==> src/rtl/adpll_seq_pkg.sv <==
// rtl/adpll_seq_pkg.sv - shared enums and default timing for the ADPLL sequencing controller
package adpll_seq_pkg;

  // Same encoding that adpll_ctr0 uses on its mode input
  typedef enum logic [1:0] {
    MODE_PD   = 2'd0,
    MODE_TEST = 2'd1,
    MODE_RX   = 2'd2,
    MODE_TX   = 2'd3
  } adpll_mode_e;

  typedef enum logic [2:0] {
    ST_IDLE,
    ST_RST,
    ST_LOCK,
    ST_ACTIVE,
    ST_FAIL
  } seq_state_e;

  localparam int DEF_FCWW         = 26;
  localparam int DEF_RST_CYC      = 4;
  localparam int DEF_LOCK_TIMEOUT = 1024;
  localparam int DEF_LOCK_STABLE  = 16;
  localparam int DEF_MAX_RETRY    = 3;

endpackage

==> src/rtl/adpll_lock_qual.sv <==
// rtl/adpll_lock_qual.sv - consecutive-cycle stable counter plus saturating timeout timer
module adpll_lock_qual #(
  parameter int LOCK_TIMEOUT = 1024,
  parameter int LOCK_STABLE  = 16
) (
  input  logic clk,
  input  logic rst,
  input  logic clr,
  input  logic en,
  input  logic lock_in,
  output logic lock_ok,
  output logic timeout
);

  localparam int TW = $clog2(LOCK_TIMEOUT + 1);
  localparam int SW = $clog2(LOCK_STABLE + 1);

  logic [TW-1:0] timer;
  logic [SW-1:0] stable_cnt;

  always_ff @(posedge clk) begin
    if (rst || clr) begin
      timer      <= '0;
      stable_cnt <= '0;
    end else if (en) begin
      if (timer != TW'(LOCK_TIMEOUT))
        timer <= timer + 1'b1;
      if (!lock_in)
        stable_cnt <= '0;
      else if (stable_cnt != SW'(LOCK_STABLE))
        stable_cnt <= stable_cnt + 1'b1;
    end
  end

  // Both flags fire on the cycle whose edge makes the count reach its limit
  assign lock_ok = en && lock_in && (stable_cnt == SW'(LOCK_STABLE - 1));
  assign timeout = en && (timer >= TW'(LOCK_TIMEOUT - 1));

endmodule

==> src/rtl/adpll_seq_ctr.sv <==
// rtl/adpll_seq_ctr.sv - ADPLL tune/lock sequencer; ADPLL_SEQ_LOCK_MON_EN adds the loss-of-lock monitor
module adpll_seq_ctr
  import adpll_seq_pkg::*;
#(
  parameter int FCWW         = DEF_FCWW,
  parameter int RST_CYC      = DEF_RST_CYC,
  parameter int LOCK_TIMEOUT = DEF_LOCK_TIMEOUT,
  parameter int LOCK_STABLE  = DEF_LOCK_STABLE,
  parameter int MAX_RETRY    = DEF_MAX_RETRY
) (
  input  logic            clk,
  input  logic            rst,
  input  logic            req_valid,
  output logic            req_ready,
  input  logic [FCWW-1:0] req_fcw,
  input  logic [1:0]      req_mode,
  input  logic            stop,
  input  logic            channel_lock,
  input  logic            data_mod_in,
  output logic            adpll_rst,
  output logic            adpll_en,
  output logic [1:0]      adpll_mode,
  output logic [FCWW-1:0] adpll_fcw,
  output logic            data_mod_out,
  output logic            locked,
  output logic            fail,
`ifdef ADPLL_SEQ_LOCK_MON_EN
  output logic            lol,
`endif
  output logic [1:0]      retry_cnt
);

  localparam int RCW = $clog2(RST_CYC + 1);

  seq_state_e      state, state_nxt;
  logic [RCW-1:0]  rst_cnt;
  logic [FCWW-1:0] fcw_nxt;
  logic [1:0]      mode_nxt, retry_nxt;
  logic            accept, last_try, rst_done, q_lock_ok, q_timeout, lol_event;

  assign req_ready = (state == ST_IDLE || state == ST_ACTIVE || state == ST_FAIL) && !stop && !rst;
  assign accept    = req_valid && req_ready;
  assign last_try  = (retry_cnt == 2'(MAX_RETRY));
  assign rst_done  = (rst_cnt == RCW'(RST_CYC - 1));

  adpll_lock_qual #(.LOCK_TIMEOUT(LOCK_TIMEOUT), .LOCK_STABLE(LOCK_STABLE)) u_qual (
    .clk(clk), .rst(rst), .clr(state != ST_LOCK), .en(state == ST_LOCK),
    .lock_in(channel_lock), .lock_ok(q_lock_ok), .timeout(q_timeout)
  );

`ifdef ADPLL_SEQ_LOCK_MON_EN
  logic mon_en, mon_unused_timeout;
  assign mon_en = (state == ST_ACTIVE) && (adpll_mode == MODE_RX || adpll_mode == MODE_TX);

  // Same qualifier, watching for a run of missing lock instead of a run of lock
  adpll_lock_qual #(.LOCK_TIMEOUT(LOCK_TIMEOUT), .LOCK_STABLE(LOCK_STABLE)) u_mon (
    .clk(clk), .rst(rst), .clr(!mon_en), .en(mon_en),
    .lock_in(!channel_lock), .lock_ok(lol_event), .timeout(mon_unused_timeout)
  );

  always_ff @(posedge clk) begin
    if (rst || stop || accept) lol <= 1'b0;
    else if (lol_event)        lol <= 1'b1;
  end
`else
  assign lol_event = 1'b0;
`endif

  always_comb begin
    state_nxt = state;
    fcw_nxt   = adpll_fcw;
    mode_nxt  = adpll_mode;
    retry_nxt = retry_cnt;
    if (stop) begin
      state_nxt = ST_IDLE;
    end else if (accept) begin
      retry_nxt = '0;
      if (req_mode == MODE_PD) begin
        state_nxt = ST_IDLE;
      end else begin
        state_nxt = ST_RST;
        fcw_nxt   = req_fcw;
        mode_nxt  = req_mode;
      end
    end else begin
      case (state)
        ST_RST:
          if (rst_done) state_nxt = (adpll_mode == MODE_TEST) ? ST_ACTIVE : ST_LOCK;
        ST_LOCK:
          if (q_lock_ok) begin
            state_nxt = ST_ACTIVE;
          end else if (q_timeout) begin
            if (last_try) state_nxt = ST_FAIL;
            else begin
              state_nxt = ST_RST;
              retry_nxt = retry_cnt + 1'b1;
            end
          end
        ST_ACTIVE:
          if (lol_event) begin
            if (last_try) state_nxt = ST_FAIL;
            else begin
              state_nxt = ST_RST;
              retry_nxt = retry_cnt + 1'b1;
            end
          end
        default: ;
      endcase
    end
    if (state_nxt == ST_IDLE || state_nxt == ST_FAIL) mode_nxt = MODE_PD;
  end

  // Outputs are registered decodes of the next state so they change on the transition edge
  always_ff @(posedge clk) begin
    if (rst) begin
      state        <= ST_IDLE;
      rst_cnt      <= '0;
      adpll_rst    <= 1'b0;
      adpll_en     <= 1'b0;
      adpll_mode   <= MODE_PD;
      adpll_fcw    <= '0;
      retry_cnt    <= '0;
      locked       <= 1'b0;
      fail         <= 1'b0;
      data_mod_out <= 1'b0;
    end else begin
      state        <= state_nxt;
      rst_cnt      <= (state == ST_RST && state_nxt == ST_RST) ? rst_cnt + 1'b1 : '0;
      adpll_rst    <= (state_nxt == ST_RST);
      adpll_en     <= (state_nxt == ST_LOCK || state_nxt == ST_ACTIVE);
      adpll_mode   <= mode_nxt;
      adpll_fcw    <= fcw_nxt;
      retry_cnt    <= retry_nxt;
      locked       <= (state_nxt == ST_ACTIVE);
      fail         <= (state_nxt == ST_FAIL);
      data_mod_out <= (state == ST_ACTIVE) && (state_nxt == ST_ACTIVE) &&
                      (adpll_mode == MODE_TX) && data_mod_in;
    end
  end

endmodule

==> config.mk <==
export PLATFORM = sky130hd
export DESIGN_NAME = adpll_seq_ctr
export DESIGN_NICKNAME = d
export VERILOG_FILES = /design/src/rtl/adpll_seq_pkg.sv /design/src/rtl/adpll_lock_qual.sv /design/src/rtl/adpll_seq_ctr.sv
export SDC_FILE = /design/constraint.sdc
export NUM_CORES = 1
export LEC_CHECK = 0
export ABC_AREA = 1
export CELL_PAD_IN_SITES_DETAIL_PLACEMENT = 1
export CELL_PAD_IN_SITES_GLOBAL_PLACEMENT = 1
export CORE_MARGIN = 4
export CORE_UTILIZATION = 30
export CTS_CLUSTER_SIZE = 28
export DETAILED_ROUTE_END_ITERATION = 7
export PLACE_DENSITY = 0.68
export SLEW_MARGIN = 20
export SYNTH_ARGS = -nofsm -noshare
export SYNTH_HDL_FRONTEND = slang
export SYNTH_SLANG_ARGS = --single-unit
==> constraint.sdc <==
create_clock -name clk -period 2.4 [get_ports clk]
set_clock_uncertainty 0.15 [all_clocks]
set_input_delay 0.48 -clock clk [delete_from_list [all_inputs] [get_ports clk]]
set_output_delay 0.48 -clock clk [all_outputs]
set_load 0.01 [all_outputs]
### Yosys cells after proc, flatten, opt, wreduce, memory -nomap -nowiden

Cells that the tools add are included.

| storage, ports and cells | value |
|---|---|
| register bits after elaboration | 57 |
| bits of input ports | 34 |
| output and inout port bits | 36 |
| word-level logic and storage cells | 83 |

| cells by class | value |
|---|---|
| add/subtract/negate cells | 4 |
| order comparisons | 1 |
| equality and inequality tests | 19 |
| muxes and demuxes | 16 |
| bitwise operators | 3 |
| reduce and logical (&&, ||, !) cells | 28 |

Operator list:

| kind | count |
|---|---|
| $mux W3 | 6 |
| $eq A3 B2 Y1 const B | 5 |
| $add A11 B1 Y11 const B | 1 |
| $ge A11 B10 Y1 const B | 1 |
| $ne A11 B11 Y1 const B | 1 |
| $logic_and A1 B1 Y1 | 10 |
| $mux W2 | 5 |
| $mux W5 | 2 |
| $eq A3 B1 Y1 const B | 2 |
| $eq A3 B3 Y1 const B | 2 |
| $logic_not A3 Y1 | 2 |
| $pmux W3 S2 | 1 |
| $add A5 B1 Y5 const B | 1 |
| $eq A5 B4 Y1 const B | 1 |
| $logic_or A1 B1 Y1 | 5 |
| $ne A5 B5 Y1 const B | 1 |
| $reduce_and A5 Y1 | 1 |
| $eq A2 B2 Y1 const B | 2 |
| $ne A2 B2 Y1 const B | 2 |
| $reduce_and A2 Y1 | 2 |
| $reduce_bool A2 Y1 | 2 |
| $reduce_or A2 Y1 | 2 |
| $add A3 B1 Y3 const B | 1 |
| $ne A3 B2 Y1 const B | 1 |
| 8 further kinds | 12 |

### Longest topological paths before layout

| logic depth | value |
|---|---|
| depth after elaboration | 12 |
| mapped depth | 13 |
| mapped depth without buffers | 13 |

### Modules after synthesis

A second synthesis with hierarchy kept.

| unflattened totals | value |
|---|---|
| cells, all modules | 380 |
| area, all modules | 2,713.9 µm² |

Modules (own cells, without submodules):

| module | instances | cells an instance | area an instance (µm²) | seq. area each (µm²) |
|---|---|---|---|---|
| adpll_seq_ctr | 1 | 217 | 1,659.1 | 820.8 |
| adpll_lock_qual | 1 | 163 | 1,054.8 | 320.3 |

### Worst setup path before layout

Ideal clock, no wire load.

| path | value |
|---|---|
| kind | reg-to-reg |
| start | register u_qual.stable_cnt[1] |
| end | register rst_cnt[0] |
| data arrival time | 1.511 ns |
| required time | 2.186 ns |
| slack | 0.674 ns |
| cell stages (with the launch flop) | 13 |
| period minus slack after synthesis | 1.726 ns |
| cell sequence | dfxtp_1 > ha_1 > inv_1 > nor3_1 > ha_1 > nand4_1 > inv_1 > a21oi_1 > nand2_1 > nand2_2 > a21oi_4 > nand3_2 > nor2_1 |

| between the ends | value |
|---|---|
| longest elaborated chain between the ends | 10 |

Ends and longest elaborated chain:

| item | RTL line | RTL |
|---|---|---|
| start, declared | adpll_lock_qual.sv:19 | `logic [SW-1:0] stable_cnt;` |
| start signal, assigned | adpll_lock_qual.sv:31 | `stable_cnt <= stable_cnt + 1'b1;` |
| $eq A5 B4 Y1 | adpll_lock_qual.sv:36 | `assign lock_ok = en && lock_in && (stable_cnt == SW'(LOCK_STABLE - 1));` |
| $logic_and A1 B1 Y1 | adpll_lock_qual.sv:36 |  |
| $mux W3 | adpll_seq_ctr.sv:90 | `if (q_lock_ok) begin` |
| $pmux W3 S2 | adpll_seq_ctr.sv:86 | `case (state)` |
| $mux W3 | adpll_seq_ctr.sv:76 | `end else if (accept) begin` |
| $mux W3 | adpll_seq_ctr.sv:74 | `if (stop) begin` |
| $eq A3 B1 Y1 | adpll_seq_ctr.sv:128 | `rst_cnt <= (state == ST_RST && state_nxt == ST_RST) ? rst_cnt + 1'b1 : '0;` |
| $logic_and A1 B1 Y1 | adpll_seq_ctr.sv:128 |  |
| $not A1 Y1 (no source line) | n/a |  |
| $reduce_or A2 Y1 (no source line) | n/a |  |
| end signal, assigned | adpll_seq_ctr.sv:128 |  |
| end, declared | adpll_seq_ctr.sv:36 | `logic [RCW-1:0] rst_cnt;` |

Every way passes these cells.
A chain may end at the register's enable or synchronous reset.

### Worst setup path after layout

| path | value |
|---|---|
| start | input port stop |
| end | output port req_ready |

| between the ends | value |
|---|---|
| longest elaborated chain between the ends | 3 |

Ends and longest elaborated chain:

| item | RTL line | RTL |
|---|---|---|
| start, declared | adpll_seq_ctr.sv:17 | `input logic stop,` |
| $logic_not A1 Y1 | adpll_seq_ctr.sv:41 | `assign req_ready = (state == ST_IDLE \|\| state == ST_ACTIVE \|\| state == ST_FAIL) && !stop && !rst;` |
| $logic_and A1 B1 Y1 (2 in series) | adpll_seq_ctr.sv:41 |  |
| end, declared | adpll_seq_ctr.sv:14 | `output logic req_ready,` |

Every way passes these cells.

==> results.ini <==
[hold_path]
worst_hold_path.num_cells=1
hold_path_startpoint=rst_cnt[0]$_SDFF_PP0_
worst_min_delay_path_class=reg -> reg
holdPathEnd=rst_cnt[0]$_SDFF_PP0_

[synthesis]
syn-num-nets=377
netlist_area_um2=2476
synth_seq_area_share_pct=46.08
synth.distinct_cells=29
post_synth_inst_count=335
avgSynthCellArea_um2=7.391
yosys_warnings=0
synth-seq-cells=57

[sta]
timing.final.crit_share_pct=89.46
maxSlewViolCount=0
final_period_minus_worst_setup_slack_ps=2147
worstMarginPinSlew_ps=312.7
grt_setup_unrepaired=false
final_hold_viol_count=0
timing.final.ws_setup_ps=252.9
worst_slew_margin_rel_pct=79.12
fmax_ghz=0.4657
timing.final.setup_violations=0

[placement]
postPlaceCellArea_um2=3313
gpl_congestion=0.7623
dpl_worst_slack_ps=-48.48
placed_cells_incl_taps=503
io_buffers=69
dp.final_hpwl_um=5505

[floorplanning]
core_um2=7888
design.die.area_um2=9771
fp.dieW_um=98.85
top_level_ports=70
initial_core_util_pct=31.39
die_h_um=98.85
site_row_count=32

[power]
power_frac_comb_pct=9.9
power.density_cell_area_nw_per_um2=584.1
ir_worst_vdd_v=0.0003672
p_switching_w=0.0004941
total_leakage_power_nw=1.398
power.share.sequential_pct=47.9
netSwitchingFraction_pct=24.11
internal_power_w=0.001555
share_clk_of_total_power_pct=42.2

[detailed_routing]
finalWirelength_um=7236
vias_per_cell=4.582
drt-wirelength-per-cell_um=13.89
route.antenna.remaining_nets=0
route.vias.total=2387
drt-initial-drc-count=118
post-route-drc-count=0
firstDrtPassIters=4

[layout]
post-route-util_pct=44.48
signed_area_change_from_the_synthesized_netlist_to_the_final_layout_pct=41.69
multi_input_comb_area_um2=1139
sequential_cell_area_um2=1141
layout.cell_area.non_filler_um2=3508
final_nets=455
num-fill-cells=965
stdcell_count=521
final_layout_size_suffix_gt1_share_pct=10.53

[global_routing]
grt_use_total_pct=15.66
grt_overflow_total=0
grt_pass1_vias=2560
grt_antenna_before_repair=0
maximum_number_of_pins_on_one_net_before_global_route_repair=31
grt_pass1_wl_um=12250

[critical_path]
timing.critical_path.slowest_stage_cell=sky130_fd_sc_hd__clkdlybuf4s50_1
cp_cell_sequence=clkdlybuf4s50_1 > nor2_4 > and3_1 > dlygate4sd2_1
worstSetupStartpointType=primary input
crit_family=buffers and inverters
worst_setup_path_end_kind=output port
crit_arrival_ps=1520
regToRegEndpoint=rst_cnt[0]$_SDFF_PP0_
timing.critical_path.required_ps=1770
worst-r2r-cell-count=10
reg2reg_from=u_qual.stable_cnt[1]$_SDFFE_PP0P_
worst-r2r-setup-slack_ps=340
critical_path.n_buffers_inverters=2
worst_path_largest_cell_delay_ps=540
cp_max_fanout=3
critical_path_class=in -> out

[clock_network]
worst_skew_pair.late_latency_ps=330
cts_made_buffers=9
tritoncts=built
worst_setup_hold_path_clk_slew_ps=70
clock-sinks=57
postCtsHoldBufs=0
clockRootBuffer=sky130_fd_sc_hd__clkbuf_8
cts_buffer_depth=2
clock_tree.htree_level_count=3

[job]
max_cap_viol_count=0

[status]
status=complete, no violations

-- what timing repair did --
action	CTS	global route
gates resized for setup	1	0
endpoints found under the hold margin	0	0
buffers inserted	1	0
endpoints found under the setup margin	1	0
-- power by group through the flow --
stage                logic, W  clock network, W  registers, W
global placement     0.000202                 0       0.00100
detailed placement   0.000205                 0       0.00100
floorplan           0.0000645                 0       0.00101
CTS                  0.000207          0.000900      0.000981
global route         0.000223          0.000957      0.000983
finish               0.000203          0.000865      0.000981
-- cells in the final DEF (no fill, tap or decap), drive strengths merged, types with 5 or more instances in the layout --
master,netlist,layout
a21oi,16,16
buf,5,7
clkbuf,4,10
clkdlybuf4s50,0,68
clkinv,0,5
dfxtp,57,57
ha,8,8
inv,42,42
nand2,39,39
nand3,13,13
nand4,7,7
nor2,90,90
nor3,7,7
o21ai,41,41
-- metrics by stage --
step	total power [W]	TNS (ps)	hold slack [ps]
floorplan	0.001076	0	247.1
global route	0.002164	0	310.4
detailed placement	0.001206	-48.48	281.4
finish	0.002049	0	278.0
CTS	0.002088	0	291.9
global placement	0.001202	-42.83	258.1
-- area by class of cell --
type | count | share of cell area [%]
antenna | 1 | 0.07133
inverter | 42 | 4.494
clock buffer | 10 | 3.638
timing repair buffer | 76 | 21.51
multi-input combinational | 227 | 32.45
clock inverter | 6 | 1.676
sequential | 57 | 32.52
tap | 102 | 3.638
-- synth_stat cells --
| cell type | count | area, µm² |
|---|---|---|
| sky130_fd_sc_hd__nor2_2 | 2 | 12.51 |
| sky130_fd_sc_hd__buf_2 | 4 | 20.02 |
| sky130_fd_sc_hd__buf_1 | 1 | 3.750 |
| sky130_fd_sc_hd__o21ai_0 | 38 | 190.2 |
| sky130_fd_sc_hd__a31oi_1 | 1 | 6.260 |
| sky130_fd_sc_hd__dfxtp_1 | 57 | 1141 |
| sky130_fd_sc_hd__clkbuf_1 | 4 | 15.01 |
| sky130_fd_sc_hd__xor2_1 | 1 | 8.760 |
| sky130_fd_sc_hd__nor2_1 | 85 | 319.1 |
| sky130_fd_sc_hd__ha_1 | 8 | 100.1 |
| sky130_fd_sc_hd__o21bai_1 | 1 | 7.510 |
| sky130_fd_sc_hd__inv_2 | 4 | 15.01 |
| sky130_fd_sc_hd__nand3_2 | 2 | 20.02 |
| sky130_fd_sc_hd__a21oi_4 | 1 | 16.27 |
| sky130_fd_sc_hd__nand3_1 | 11 | 55.05 |
| sky130_fd_sc_hd__nand2_2 | 6 | 37.54 |
| sky130_fd_sc_hd__nor3_1 | 6 | 30.03 |
| sky130_fd_sc_hd__o31ai_1 | 1 | 7.510 |
| sky130_fd_sc_hd__and3_1 | 1 | 6.260 |
| sky130_fd_sc_hd__nand2_1 | 33 | 123.9 |
| sky130_fd_sc_hd__o21ai_2 | 2 | 17.52 |
| sky130_fd_sc_hd__o21ai_1 | 1 | 5.000 |
| sky130_fd_sc_hd__nand4_2 | 1 | 12.51 |
| sky130_fd_sc_hd__inv_1 | 38 | 142.6 |
| sky130_fd_sc_hd__a21oi_1 | 15 | 75.07 |
| sky130_fd_sc_hd__nor2_4 | 3 | 33.78 |
| sky130_fd_sc_hd__and2_1 | 1 | 6.260 |
| sky130_fd_sc_hd__nor3_2 | 1 | 10.01 |
| sky130_fd_sc_hd__nand4_1 | 6 | 37.54 |
-- metal layers --
| layer | track usage [%] | routed length, µm |
|---|---|---|
| met1 | 18.37 | 3208 |
| met2 | 24.79 | 3322 |
| met3 | 7.997 | 624 |
| met4 | 5.042 | 82 |
| met5 | 0 | 0 |
-- sequential cells by signal (all words and copies together), names as in the netlist --
register and count:
u_qual.timer 11, state 3, adpll_fcw 26, fail 1, locked 1, adpll_en 1, data_mod_out 1, u_qual.stable_cnt 5
retry_cnt 2, adpll_mode 2, rst_cnt 3, adpll_rst 1
-- cells by family (layout without fill, tap and decap cells) --
group                      after synthesis  count (layout)  synth area share (%)
xor gates and xnor gates                 1               1                0.3538
buffers and inverters                   51             134                 7.933
and+or+nand+nor                        158             158                 28.45
other                                    0               1                     0
AOI/OAI and AO/OA                       60              60                 13.14
adders and majority gates                8               8                 4.043
DFF                                     57              57                 46.08
-- worst max-delay path by stage --
stage	start	end	cells after the start
CTS	stop	req_ready	4
global route	u_qual.stable_cnt[1]$_SDFFE_PP0P_	rst_cnt[0]$_SDFF_PP0_	10
floorplan	u_qual.stable_cnt[1]$_SDFFE_PP0P_	rst_cnt[0]$_SDFF_PP0_	12
detailed placement	stop	req_ready	4
finish	stop	req_ready	4
global placement	stop	req_ready	4
No activity file was read; power rests on OpenSTA's default activity.
